### src/rtl/cdb_arbiter.sv
// Common data bus arbiter: round-robin grant among execution units into one registered CDB stage.
// Build option: define CDB_ARB_FIXED_PRIO_EN for fixed priority (lowest valid index wins).

package cdb_arbiter_pkg;

    typedef struct packed {
        logic lt;
        logic gt;
        logic eq;
        logic so;
        logic ov;
        logic ca;
    } cond_exception_t;

endpackage

module cdb_arbiter
    import cdb_arbiter_pkg::*;
#(
    parameter int NUM_UNITS   = 4,
    parameter int RS_ID_WIDTH = 5
) (
    input  logic                                    clk,
    input  logic                                    rst,
    input  logic [NUM_UNITS-1:0]                    unit_valid,
    output logic [NUM_UNITS-1:0]                    unit_ready,
    input  logic [NUM_UNITS-1:0][RS_ID_WIDTH-1:0]   unit_rs_id,
    input  logic [NUM_UNITS-1:0][4:0]               unit_reg_addr,
    input  logic [NUM_UNITS-1:0][31:0]              unit_result,
    input  cond_exception_t [NUM_UNITS-1:0]         unit_cr0_xer,
    output logic                                    cdb_valid,
    input  logic                                    cdb_ready,
    output logic [RS_ID_WIDTH-1:0]                  cdb_rs_id,
    output logic [4:0]                              cdb_reg_addr,
    output logic [31:0]                             cdb_result,
    output cond_exception_t                         cdb_cr0_xer,
    output logic [$clog2(NUM_UNITS)-1:0]            cdb_unit
);

    localparam int UNIT_W = $clog2(NUM_UNITS);

    logic                   cdb_valid_q,    cdb_valid_d;
    logic [RS_ID_WIDTH-1:0] cdb_rs_id_q,    cdb_rs_id_d;
    logic [4:0]             cdb_reg_addr_q, cdb_reg_addr_d;
    logic [31:0]            cdb_result_q,   cdb_result_d;
    cond_exception_t        cdb_cr0_xer_q,  cdb_cr0_xer_d;
    logic [UNIT_W-1:0]      cdb_unit_q,     cdb_unit_d;

    logic [NUM_UNITS-1:0]   grant;
    logic [UNIT_W-1:0]      grant_idx;
    logic                   grant_any;
    logic                   load;

    // The output stage accepts a new word when empty or when writeback drains it this cycle.
    assign load = ~cdb_valid_q | cdb_ready;

`ifdef CDB_ARB_FIXED_PRIO_EN

    always_comb begin
        // NOTE: every always_comb output gets a default first so no path can infer a latch.
        grant     = '0;
        grant_idx = '0;
        grant_any = 1'b0;
        for (int i = 0; i < NUM_UNITS; i++) begin
            if (unit_valid[i] && !grant_any) begin
                grant_any = 1'b1;
                grant[i]  = 1'b1;
                grant_idx = UNIT_W'(i);
            end
        end
    end

`else

    logic [UNIT_W-1:0] rr_ptr_q, rr_ptr_d;

    // Scan upward from rr_ptr with wrap; the first valid unit wins.
    always_comb begin
        int                sum;
        logic [UNIT_W-1:0] idx;
        grant     = '0;
        grant_idx = '0;
        grant_any = 1'b0;
        sum       = 0;
        idx       = '0;
        for (int k = 0; k < NUM_UNITS; k++) begin
            sum = int'(rr_ptr_q) + k;
            if (sum >= NUM_UNITS) begin
                sum = sum - NUM_UNITS;
            end
            idx = UNIT_W'(sum);
            if (unit_valid[idx] && !grant_any) begin
                grant_any  = 1'b1;
                grant[idx] = 1'b1;
                grant_idx  = idx;
            end
        end
    end

    always_comb begin
        rr_ptr_d = rr_ptr_q;
        if (load && grant_any) begin
            rr_ptr_d = (grant_idx == UNIT_W'(NUM_UNITS - 1)) ? '0 : grant_idx + 1'b1;
        end
    end

    always_ff @(posedge clk or negedge rst) begin
        if (!rst) begin
            rr_ptr_q <= '0;
        end else begin
            rr_ptr_q <= rr_ptr_d;
        end
    end

`endif

    // Ready is forced low while reset is held, since load alone would read as 1 then.
    assign unit_ready = rst ? (grant & {NUM_UNITS{load}}) : '0;

    always_comb begin
        cdb_valid_d    = cdb_valid_q;
        cdb_rs_id_d    = cdb_rs_id_q;
        cdb_reg_addr_d = cdb_reg_addr_q;
        cdb_result_d   = cdb_result_q;
        cdb_cr0_xer_d  = cdb_cr0_xer_q;
        cdb_unit_d     = cdb_unit_q;
        if (load) begin
            cdb_valid_d = grant_any;
            if (grant_any) begin
                cdb_rs_id_d    = unit_rs_id[grant_idx];
                cdb_reg_addr_d = unit_reg_addr[grant_idx];
                cdb_result_d   = unit_result[grant_idx];
                cdb_cr0_xer_d  = unit_cr0_xer[grant_idx];
                cdb_unit_d     = grant_idx;
            end
        end
    end

    always_ff @(posedge clk or negedge rst) begin
        if (!rst) begin
            // NOTE: non-blocking assignments so every register samples pre-edge values.
            cdb_valid_q    <= 1'b0;
            cdb_rs_id_q    <= '0;
            cdb_reg_addr_q <= '0;
            cdb_result_q   <= '0;
            cdb_cr0_xer_q  <= '0;
            cdb_unit_q     <= '0;
        end else begin
            cdb_valid_q    <= cdb_valid_d;
            cdb_rs_id_q    <= cdb_rs_id_d;
            cdb_reg_addr_q <= cdb_reg_addr_d;
            cdb_result_q   <= cdb_result_d;
            cdb_cr0_xer_q  <= cdb_cr0_xer_d;
            cdb_unit_q     <= cdb_unit_d;
        end
    end

    assign cdb_valid    = cdb_valid_q;
    assign cdb_rs_id    = cdb_rs_id_q;
    assign cdb_reg_addr = cdb_reg_addr_q;
    assign cdb_result   = cdb_result_q;
    assign cdb_cr0_xer  = cdb_cr0_xer_q;
    assign cdb_unit     = cdb_unit_q;

endmodule

### config.mk
export PLATFORM = sky130hd
export DESIGN_NAME = cdb_arbiter
export DESIGN_NICKNAME = d
export VERILOG_FILES = /design/src/rtl/cdb_arbiter.sv
export SDC_FILE = /design/constraint.sdc
export NUM_CORES = 1
export LEC_CHECK = 0
export ABC_CLOCK_PERIOD_IN_PS = 4200
export BUFFER_PORTS_ARGS = -buffer_cell sky130_fd_sc_hd__buf_2
export CAP_MARGIN = 20
export CORE_ASPECT_RATIO = 1.1
export CORE_MARGIN = 2
export CORE_UTILIZATION = 32
export CTS_BUF_LIST = sky130_fd_sc_hd__clkbuf_2
export DETAILED_ROUTE_END_ITERATION = 6
export REMOVE_ABC_BUFFERS = 1
export SYNTH_ARGS = -nofsm -noshare
export SYNTH_HDL_FRONTEND = slang
export SYNTH_SLANG_ARGS = --single-unit
### constraint.sdc
create_clock -name clk -period 4.2 [get_ports clk]
set_input_delay 0.21 -clock clk [delete_from_list [all_inputs] [get_ports clk]]
set_output_delay 0.21 -clock clk [all_outputs]
set_load 0.03 [all_outputs]
======== After elaboration in Yosys (flattened, before gate mapping) ========
Cells that the tools add are included.
word-level totals
  flip-flop bits (word level) ............. 53
  word-level logic and storage cells ...... 94
  input bits .............................. 199
  output and inout bits ................... 55
operators by class
  $lt $le $gt $ge ......................... 13
  equality and inequality tests ........... 1
  reduce and logical (&&, ||, !) cells .... 12
  bitwise logic cells ..................... 6
  add/subtract/negate cells ............... 8
  mux-type cells .......................... 42
operators with widths
  operator                                                               number
  32-bit binary-select mux with 2-bit select                             1
  32-bit two-way mux                                                     1
  5-bit binary-select mux with 2-bit select                              2
  4-bit two-way mux                                                      5
  2-bit two-way mux                                                      9
  2-bit by 3-bit < comparator with 1-bit output, second input constant   5
  6-bit binary-select mux with 2-bit select                              1
  1-bit two-way mux                                                      12
  4-bit OR                                                               3
  5-bit two-way mux                                                      2
  3-bit >= comparator, second input constant                             3
  1-bit binary-select mux with 2-bit select                              4
  1-bit demux with 2-bit select                                          4
  2-bit by 1-bit >= comparator with 1-bit output, second input constant  4
  1-bit logical AND                                                      8
  2-bit by 1-bit subtractor with 2-bit output, second input constant     4
  2-bit by 2-bit adder with 3-bit output, second input constant          2
  6-bit two-way mux                                                      1
  4-bit bitwise AND                                                      1
  2-bit by 1-bit adder with 3-bit output, second input constant          1
  2-bit by 3-bit >= comparator with 1-bit output, second input constant  1
  1-bit logical NOT                                                      3
  2-bit by 1-bit adder with 2-bit output, second input constant          1
  2-bit == test, second input constant                                   1
  3 further kinds                                                        3

======== Logic depth before layout (Yosys ltp) ========
Gate-level depths: netlist of run 1.
  word-level depth ........................ 16
  depth in mapped cells ................... 13
  depth with buffers taken out ............ 8

======== Worst setup path before layout of run 1 ========
No wires, ideal clock.
  path kind ............................... register -> register
  start point ............................. register rr_ptr_q[0]
  end point ............................... register cdb_cr0_xer_q, in the netlist cdb_cr0_xer[3]
  stages on the path, launching flop included .. 14
  required time ........................... 4058 ps
  period minus slack after synthesis ...... 2960 ps
  slack ................................... 1240 ps
  library setup time ...................... 142 ps
  data arrival time ....................... 2818 ps
  cell sequence ........................... dfrtp_1 buf_2 inv_1 ha_1 clkbuf_1 mux4_2 nor2b_4 nor2_2 o2bb2ai_2 buf_4 buf_12 buf_12 mux2i_1 o221ai_1
between the ends
  cells in the longest elaborated chain, start to end .. 16
  elaborated cells between the ends (all ways) .. 40
  those cells by class .................... 7 x add/sub; 4 x order compare; 22 x mux; 7 x reduce/logical
ends and longest elaborated chain
  item                                                                             line  text
  start, declared                                                                  75    logic [UNIT_W-1:0] rr_ptr_q, rr_ptr_d;
  start signal, assigned                                                           111   rr_ptr_q <= rr_ptr_d;
  branches (longest 16 deep; another with 2-bit by 1-bit adder with 3-bit output)  n/a
  end signal, assigned                                                             153   cdb_cr0_xer_q <= cdb_cr0_xer_d;
  end, declared                                                                    46    cond_exception_t cdb_cr0_xer_q, cdb_cr0_xer_d;
Several ways; the timed one is not identified. The select of a mux whose other input is x is not followed.
A chain may end at the register's enable or synchronous reset.

======== Final worst setup path of run 1 ========
  start point ............................. register rr_ptr_q[0]
  end point ............................... output port unit_ready[0]
between the ends
  cells in the longest elaborated chain, start to end .. 16
  elaborated cells between the ends (all ways) .. 61
  those cells by class .................... 7 x add/sub; 12 x order compare; 28 x mux; 4 x bitwise; 10 x reduce/logical
ends and longest elaborated chain
  item                                                                             line  text
  branches (longest 13 deep; another with 2-bit by 1-bit adder with 3-bit output)  n/a
  4-bit two-way mux (*)                                                            92    if (unit_valid[idx] && !grant_any) begin
  4-bit bitwise AND (*)                                                            118   assign unit_ready = rst ? (grant & {NUM_UNITS{load}}) : '0;
  4-bit two-way mux (*)                                                            118
  end, declared                                                                    26    output logic [NUM_UNITS-1:0] unit_ready,
Mark *: on every way between the ends. The select of a mux whose other input is x is not followed.

==> results.md, run 1 <==
Place:
- The final weighted congestion in routability-driven placement is 0.8111.
- The post-detailed-placement cell area is 4987 um2.
- Port buffering added 253 buffers.
- The final HPWL from detailed placement is 8736 um.

STA:
- For the final routed database, the setup TNS stands at 0 ns.
- The final critical path takes up 88.64% of the cycle.
- The final-report hold violation count is 0.
- Based on the critical path, the design can be clocked at up to 268.6 MHz.
- The final period demand of the worst path is 3.723 ns.
- Setup violations remaining at the end of the flow were counted as 0.
- The max-slew violation count is 0.
- For the pin with the worst max-slew slack, the measured transition is 0.9937 ns.
- The tightest slew margin relative to the limit is 33.52%.
- The worst clock skew on the final layout is 0.02294 ns.
- Setup repair after global routing left no endpoint under its margin.

Critical path:
- Data arrives at the worst endpoint at 3.51 ns.
- The worst setup path is launched from a flip-flop.
- Of all nets on the critical path, the largest fanout is 16.
- The critical path is of the flip-flop to primary output type.
- Traced cell by cell, the critical path runs through inv_1 -> ha_1 -> nor3_1 -> a32oi_1 -> o21ai_1 -> nor2b_1 -> a221oi_1 -> nor2_1 -> buf_2.
- The largest incremental delay on the critical path is 0.81 ns.
- The minimum setup slack among reg-to-reg paths is 0.69 ns.
- Measured in cells, the most critical reg-to-reg path has a length of 9.
- The worst register-to-register path begins at rr_ptr_q[0].
- The family with the most delay on the worst path is flip-flops.
- The data required time at the worst endpoint is 3.99 ns.
- STA classifies the critical path endpoint as a primary output.
- The critical path crosses 9 cells after its start point.
- The critical path starts at rr_ptr_q[0].
- On the critical path, the stage with the largest delay is an instance of sky130_fd_sc_hd__dfrtp_1.
- The buffers plus inverters on the worst setup path is 2.

Logic synthesis:
- The synthesized area is 3651 um2.
- Of the total synthesized cell area, the portion taken by XOR and XNOR cells is 0.7197%.
- After synthesis, the netlist uses 33 different library cells.
- The share of flip-flops with an asynchronous set or reset after synthesis is 100.0%.
- The share of synthesized cell area in full adder, half adder and majority cells is 2.742%.
- The synthesized design devotes to its leading area cell type 36.33% of total area.
- The commonest cells after synthesis are sky130_fd_sc_hd__mux2i_1, sky130_fd_sc_hd__nand2_1, sky130_fd_sc_hd__dfrtp_1.
- The mean instance size in the synthesized netlist is 10.43 um2.
- The number of storage elements in the synthesis netlist is 53.
- The post-synthesis mux area share is 29.34%.
- The dominant combinational cell family by area after synthesis is multiplexers.
- Counting flops with a built-in enable in the synthesized netlist gives 0.
- Synthesis produced a netlist whose cell count is 350.
- The total number of yosys warnings is 0.
- The most instantiated flip-flop cell in the synthesis netlist is sky130_fd_sc_hd__dfrtp_1.
- Ranked by total cell area, the synthesized netlist is headed by sky130_fd_sc_hd__dfrtp_1, sky130_fd_sc_hd__mux2i_1, sky130_fd_sc_hd__o221ai_1.
- The part of the Yosys area used for sequential elements is 36.33%.
- Summing the areas of all compound-gate instances in the mapped netlist gives 16.18% of the synthesized area.
- The most common cell in the netlist is sky130_fd_sc_hd__mux2i_1.
- The synthesized design spends more area on one cell type than any other, namely sky130_fd_sc_hd__dfrtp_1.
- Of the total synthesized cell area, the portion taken by AND, OR, NAND and NOR gates is 8.465%.

Clocking:
- Clock-pin slew was measured on the worst setup and hold paths at 0.28 ns.
- After clock tree synthesis, the setup repair step added 0 buffers.
- Buffers inserted during clock tree synthesis total 5.
- The clock latency at the later pin of the worst-skew pair is 0.43 ns.
- The number of H-tree levels is 2.
- The worst-case clock buffer depth is 2.
- The library cell used as clock root buffer is sky130_fd_sc_hd__clkbuf_2.
- The clock sink total is 53.
- The TritonCTS clock tree is built.
- The number of cells upsized or downsized after cts is 0.

Hold path:
- In this run the worst hold path is classified as primary input to flip-flop.
- The worst hold path stage count is 3.
- The critical hold path startpoint is unit_result[5].

Final layout:
- The area added between synthesis and finish is 38.62%.
- Cells with a size suffix above 1 make up 47.19% of the layout.
- In the final design database the tool counted 793 nets.
- The number of inserted diodes is 0.
- The post-route cell area is 5061 um2.
- The fraction of the core area covered by cells at the end of the flow is 45.97%.

Global route:
- Entering global routing, the biggest net connects 54 pins.
- The first-pass GRT wire length is 17240 um.
- The global-route congestion overflow total is 0.
- The initial antenna violation count was 0.
- Across every metal layer, demand over resource in global routing totals 17.13%.
- The number of global-route vias before repair was 3691.

Pwr:
- Across the VDD grid, the largest voltage drop is 0.0004648 V.
- The total power divided by cell area is 827.0 nW/um2.
- The analysis attributes to cell leakage a power of 2.672 nW.

Job:
- The count of max-cap constraint violations is 0.

Run status:
- The flow ran to the end, and the final reports show no timing, DRC or antenna violations.

Floorplan:
- The floorplan step defined a die boundary enclosing 12280 um2.
- The area of the core is 11010 um2.
- The floorplan die width is 105.8 um.
- The starting utilization of the core area is 33.16%.
- The vertical die dimension is 116.0 um.
- After floorplanning, the core was divided into 40 placement rows.
- 254 I/O pins were placed.

Route:
- The count of nets left with antenna violations once routing finished came out at 0.
- After detailed routing, the number of remaining DRC violations is 0.
- After detailed routing, the number of vias per cell comes to 5.072.
- The routed layout has 3723 vias.
- The detailed-routing iteration count for the pre-antenna-repair pass is 4.
- For this block, the routed nets add up to 11180 um of wire.
- After detailed routing, the average wire length per cell comes to 15.24 um.
- The first-iteration detailed-routing DRC count is 126.
sequential cells by signal, indices dropped and copies added (netlist names):
| signal | flops |
|---|---|
| cdb_rs_id | 5 |
| cdb_reg_addr | 5 |
| cdb_result | 32 |
| rr_ptr_q | 2 |
| cdb_valid | 1 |
| cdb_cr0_xer | 6 |
| cdb_unit | 2 |
path summary, 6_finish.rpt:
check,to
worst max-delay path,unit_ready[0]
worst min-delay path,cdb_result[5]
worst max register to register,cdb_rs_id[4]
worst min register to register,cdb_cr0_xer[3]
max in group asynchronous,cdb_cr0_xer[4]
min in group asynchronous,cdb_unit[0]
worst reg2reg max path, cell delays in order (launching register included):
cell                       delay [ns]
sky130_fd_sc_hd__dfrtp_1         0.81
sky130_fd_sc_hd__inv_1           0.32
sky130_fd_sc_hd__ha_1            0.47
sky130_fd_sc_hd__nor3_1          0.33
sky130_fd_sc_hd__a32oi_1         0.09
sky130_fd_sc_hd__o21ai_1         0.24
sky130_fd_sc_hd__a21oi_1         0.12
sky130_fd_sc_hd__nand2_2         0.48
sky130_fd_sc_hd__buf_4           0.37
sky130_fd_sc_hd__o221ai_1        0.15
repair_timing:
item / 4_1_cts / 5_1_grt
endpoints found under the setup margin: 0 / 0
hold buffers: 1 / 0
endpoints found under the hold margin: 22 / 0
layout make-up:
type                            count  area (um2)
Clock buffer                        6       30.03
Clock inverter                      2       33.78
Fill cell                        1068        5949
Inverter                            3       11.26
Multi-Input combinational cell    262        2122
Sequential cell                    53        1326
Tap cell                          147       183.9
Timing Repair Buffer              261        1354
layout by cell type (no fill, tap or decap), types with 2 or more instances in the layout:
| cell | n |
|---|---|
| sky130_fd_sc_hd__a211oi_1 | 2 |
| sky130_fd_sc_hd__a21oi_1 | 2 |
| sky130_fd_sc_hd__a221oi_1 | 4 |
| sky130_fd_sc_hd__a22oi_1 | 4 |
| sky130_fd_sc_hd__buf_12 | 2 |
| sky130_fd_sc_hd__buf_2 | 253 |
| sky130_fd_sc_hd__buf_4 | 5 |
| sky130_fd_sc_hd__clkbuf_2 | 6 |
| sky130_fd_sc_hd__dfrtp_1 | 53 |
| sky130_fd_sc_hd__ha_1 | 8 |
| sky130_fd_sc_hd__inv_1 | 3 |
| sky130_fd_sc_hd__mux2i_1 | 98 |
| sky130_fd_sc_hd__mux4_2 | 3 |
| sky130_fd_sc_hd__nand2_1 | 57 |
| sky130_fd_sc_hd__nand2_2 | 2 |
| sky130_fd_sc_hd__nor2_1 | 12 |
| sky130_fd_sc_hd__o21ai_0 | 3 |
| sky130_fd_sc_hd__o21ai_1 | 2 |
| sky130_fd_sc_hd__o21bai_1 | 2 |
| sky130_fd_sc_hd__o221ai_1 | 48 |
| sky130_fd_sc_hd__xnor2_1 | 3 |
report_power, final:
group          switching, mW  leakage (nW)  total (mW)  internal [mW]
logic                   1.77          1.99        2.98           1.21
registers              0.170         0.643       0.938          0.769
clock network          0.166        0.0406       0.268          0.101
metal layers:
metal	vias up	wire length, um	track usage, %
met3	11	735	2.868
met4	0	114	3.596
met5	-	0	0
li1	1794	-	-
met2	167	5953	34.11
met1	1751	4379	19.09
stage by stage:
| stage | setup slack (ns) | hold WS (ns) | total power [mW] | cells |
|---|---|---|---|---|
| floorplan | -2.104 | -0.08559 | 3.402 | 318 |
| global placement | 0.9351 | 0.2179 | 3.893 | 725 |
| detailed placement | 0.7402 | 0.2302 | 3.964 | 725 |
| CTS | 0.4952 | 0.02407 | 4.234 | 734 |
| global route | 0.2456 | 0.02455 | 4.484 | 734 |
| finish | 0.4769 | 0.06275 | 4.186 | 734 |
kinds of logic (layout without fill, tap and decap cells):
| family | Yosys count | after routing |
|---|---|---|
| xor gates and xnor gates | 3 | 3 |
| buffers and inverters | 35 | 272 |
| AOI/OAI and AO/OA | 71 | 71 |
| DFF | 53 | 53 |
| muxes | 103 | 103 |
| adders and majority gates | 8 | 8 |
| and+or+nand+nor | 77 | 77 |
Power figures use the tool's default switching activity.
==> inputs of run 2 (changes only) <==
Settings changed: CORE_ASPECT_RATIO 1.1 to 1.75.
==> results.md, run 2 (same netlist as run 1, synthesis figures left out) <==
Critical path:
- In this design, the largest share of critical-path delay is due to buffers and inverters.
- The critical path is of the flip-flop to flip-flop type.
- Of all nets on the critical path, the largest fanout is 42.
- The path depth of the worst reg2reg path is 10.
- The data arrival at the endpoint of the critical path is 4.25 ns.
- The reg-to-reg startpoint is rr_ptr_q[0].
- The largest incremental delay on the critical path is 0.64 ns.
- The data required time at the worst endpoint is 4.61 ns.
- The critical path goes through inv_1 -> ha_1 -> mux4_2 -> nor2b_4 -> nor2_2 -> o2bb2ai_4 -> buf_12 -> mux2i_1 -> o221ai_1 -> dlygate4sd3_1.
- In this run the worst setup path begins at rr_ptr_q[0].
- For flop-to-flop paths, the worst setup slack is 0.36 ns.
- The worst register-to-register path ends at cdb_result[20].
- The critical path contains buffers and inverters numbering 3 combined.
- STA classifies the critical path endpoint as a flip-flop.
- The kind of start point of the critical path is a flip-flop.
- For this design, the slowest cell found on the critical path is sky130_fd_sc_hd__dfrtp_2.

STA:
- The final critical-path share of the clock period is 91.46%.
- The max-slew violation count came to 0.
- Setup repair after global routing left no endpoint under its margin.
- The tightest slew margin relative to the limit is 29.30%.
- Setup violations remaining at the end of the flow were counted as 0.
- The final period demand of the worst path is 3.841 ns.
- Adding up every negative setup slack in the final design gives 0 ns.
- The worst clock skew on the final layout is 0.03312 ns.
- The worst-case setup margin in the final layout is 0.3589 ns.
- At the pin with the least slew margin, the transition time is 1.057 ns.
- Derived from the worst setup path, the maximum achievable clock frequency is 260.3 MHz.
- The final-report hold violation count is 0.

Route:
- The pre-antenna-repair detailed-routing pass consisted of 7 iterations.
- In this run the top signal layer used is met4.
- After detailed routing, the number of vias per cell comes to 5.252.
- The total length of routed wires is 13390 um.
- Summed over all nets, wire length on met3 after detailed routing comes to 743 um.
- The detail route stage leaves a number of antenna-violating nets equal to 0.
- The residual DRC count is 0.
- In the detailed route, the total length drawn on met2 is 7283 um.
- The final route contains 3934 vias.
- In this run, the number of DRC markers left after iteration 0 of detailed routing was 134.
- The average wire per standard cell is 17.87 um.
- The wire length the detailed router placed on met1 is 4967 um.

Pwr:
- Sequential cells burn 21.4% of the power.
- Of the total power, the clock network draws 6.2%.
- In this run switching power makes up 50.29% of total power.
- The internal portion of the total power is 2.177 mW.
- The maximum resistive drop on vdd is 0.0004438 V.
- The completed layout was analyzed and its total power is 4.380 mW.
- In this run the static leakage power is 2.790 nW.
- The total power divided by cell area is 820.8 nW/um2.
- The net switching power is 2.203 mW.
- The combinational share of power is 72.4%.

Global route:
- The first-pass GRT wire length is 20100 um.
- In the global route stage, overall resource usage came out at 20.28%.
- The global-route congestion overflow total is 0.
- The initial antenna violation count is 1.
- Entering global routing, the biggest net connects 55 pins.
- The number of global-route vias before repair is 3950.

Clocking:
- The library cell used as clock root buffer is sky130_fd_sc_hd__clkbuf_2.
- TritonCTS built the clock tree.
- The tree built by TritonCTS fans out to 53 sinks.
- The clock passes through at most 2 buffers.
- Clock-pin slew was measured on the worst setup and hold paths at 0.31 ns.
- The number of H-tree levels is 2.
- The post-CTS setup buffer count is 0.
- The number of clock buffers added by TritonCTS is 5.
- The clock latency at the later pin of the worst-skew pair is 0.47 ns.

Floorplan:
- The I/O pin count is 254.
- In this run the core area contains 51 standard-cell rows.
- The vertical die dimension is 145.3 um.
- The area of the die is 12310 um2.
- The floorplan die width is 84.75 um.
- The area of the core is 11100 um2.
- The starting utilization of the core area is 32.88%.

Hold path:
- In this run the worst hold path is classified as primary input to flip-flop.
- The worst hold path endpoint is cdb_rs_id[3].
- The worst hold path stage count is 3.
- The critical hold path startpoint is unit_rs_id[18].

Final layout:
- Leaving out fill and tap cells, the most frequent cells in the layout are sky130_fd_sc_hd__buf_2, sky130_fd_sc_hd__mux2i_1, sky130_fd_sc_hd__nand2_1.
- The final-layout fill cell count is 1120.
- The flip-flop count of the largest register, all copies and words added is 32.
- Registers take 1328 um2.
- The library cell used most frequently in the layout, excluding fill and tap cells, is sky130_fd_sc_hd__buf_2.
- The area added between synthesis and finish is 46.16%.
- The post-route netlist has 45.29% of its cells at a drive strength greater than 1.
- At the end of the flow, the number of nets in the layout was 822.
- Summing all multi-input logic gate instances after layout gives 2122 um2.

Place:
- The wire-length estimate of the detail-placed layout is 9842 um.
- The final weighted congestion in routability-driven placement is 0.9229.
- The count of port buffers added during placement is 253.
- Timing analysis after detailed placement gives a worst setup slack of 0.6329 ns.

Run status:
- The run finished with clean final reports.

Job:
- The count of max-cap constraint violations is 0.
[run 2: power by group through the flow]
stage / Clock, mW / Sequential, mW / Combinational, mW
global route: 0.304 / 0.972 / 3.39
global placement: 0 / 0.939 / 3.02
floorplan: 0 / 1.41 / 1.99
CTS: 0.286 / 0.936 / 3.15
detailed placement: 0 / 0.948 / 3.09
finish: 0.272 / 0.937 / 3.17
[run 2: layout make-up]
cell class | instances | share of cell area [%]
clock buffers | 5 | 0.4689
clock inverters | 3 | 0.7737
diodes | 1 | 0.04689
repair buffers | 290 | 30.76
multi-input cells | 262 | 39.77
well taps | 132 | 3.095
flip-flops and latches | 53 | 24.88
inverters | 3 | 0.2110
[run 2: per-layer routing]
metal | track usage (%) | vias to the layer above
met5 | 0 | -
met4 | 7.937 | 0
met3 | 2.560 | 28
met2 | 37.44 | 177
met1 | 23.18 | 1875
li1 | - | 1854
[run 2: what timing repair did]
action | in CTS | in global routing
endpoints found under the hold margin | 61 | 6
endpoints found under the setup margin | 0 | 6
resized for setup | 0 | 1
hold buffers | 19 | 10
[run 2: per-stage QoR]
step	hold WS [ns]	util, %	cells	area (um2)
2_1_floorplan	-0.08559	-	318	3435
3_3_place_gp	0.3942	44.82	711	4976
3_5_place_dp	0.4073	44.82	711	4976
4_1_cts	0.0001887	47.13	738	5233
5_1_grt	0.001148	48.06	749	5336
6_report	0.04056	48.06	749	5336
[run 2: how the worst max path moves through the flow]
stage | to | depth (start not counted) | slack [ns]
2_1_floorplan | cdb_cr0_xer[0] | 8 | -2.10
3_3_place_gp | cdb_result[13] | 9 | 0.81
3_5_place_dp | cdb_result[13] | 9 | 0.63
4_1_cts | cdb_result[9] | 10 | 0.17
5_1_grt | cdb_result[20] | 10 | 0.16
6_report | cdb_result[20] | 10 | 0.36
[run 2: worst min-delay path, stage by stage]
cell                       delay (ns)
sky130_fd_sc_hd__buf_2           0.07
sky130_fd_sc_hd__mux2i_1         0.06
sky130_fd_sc_hd__o221ai_1        0.16
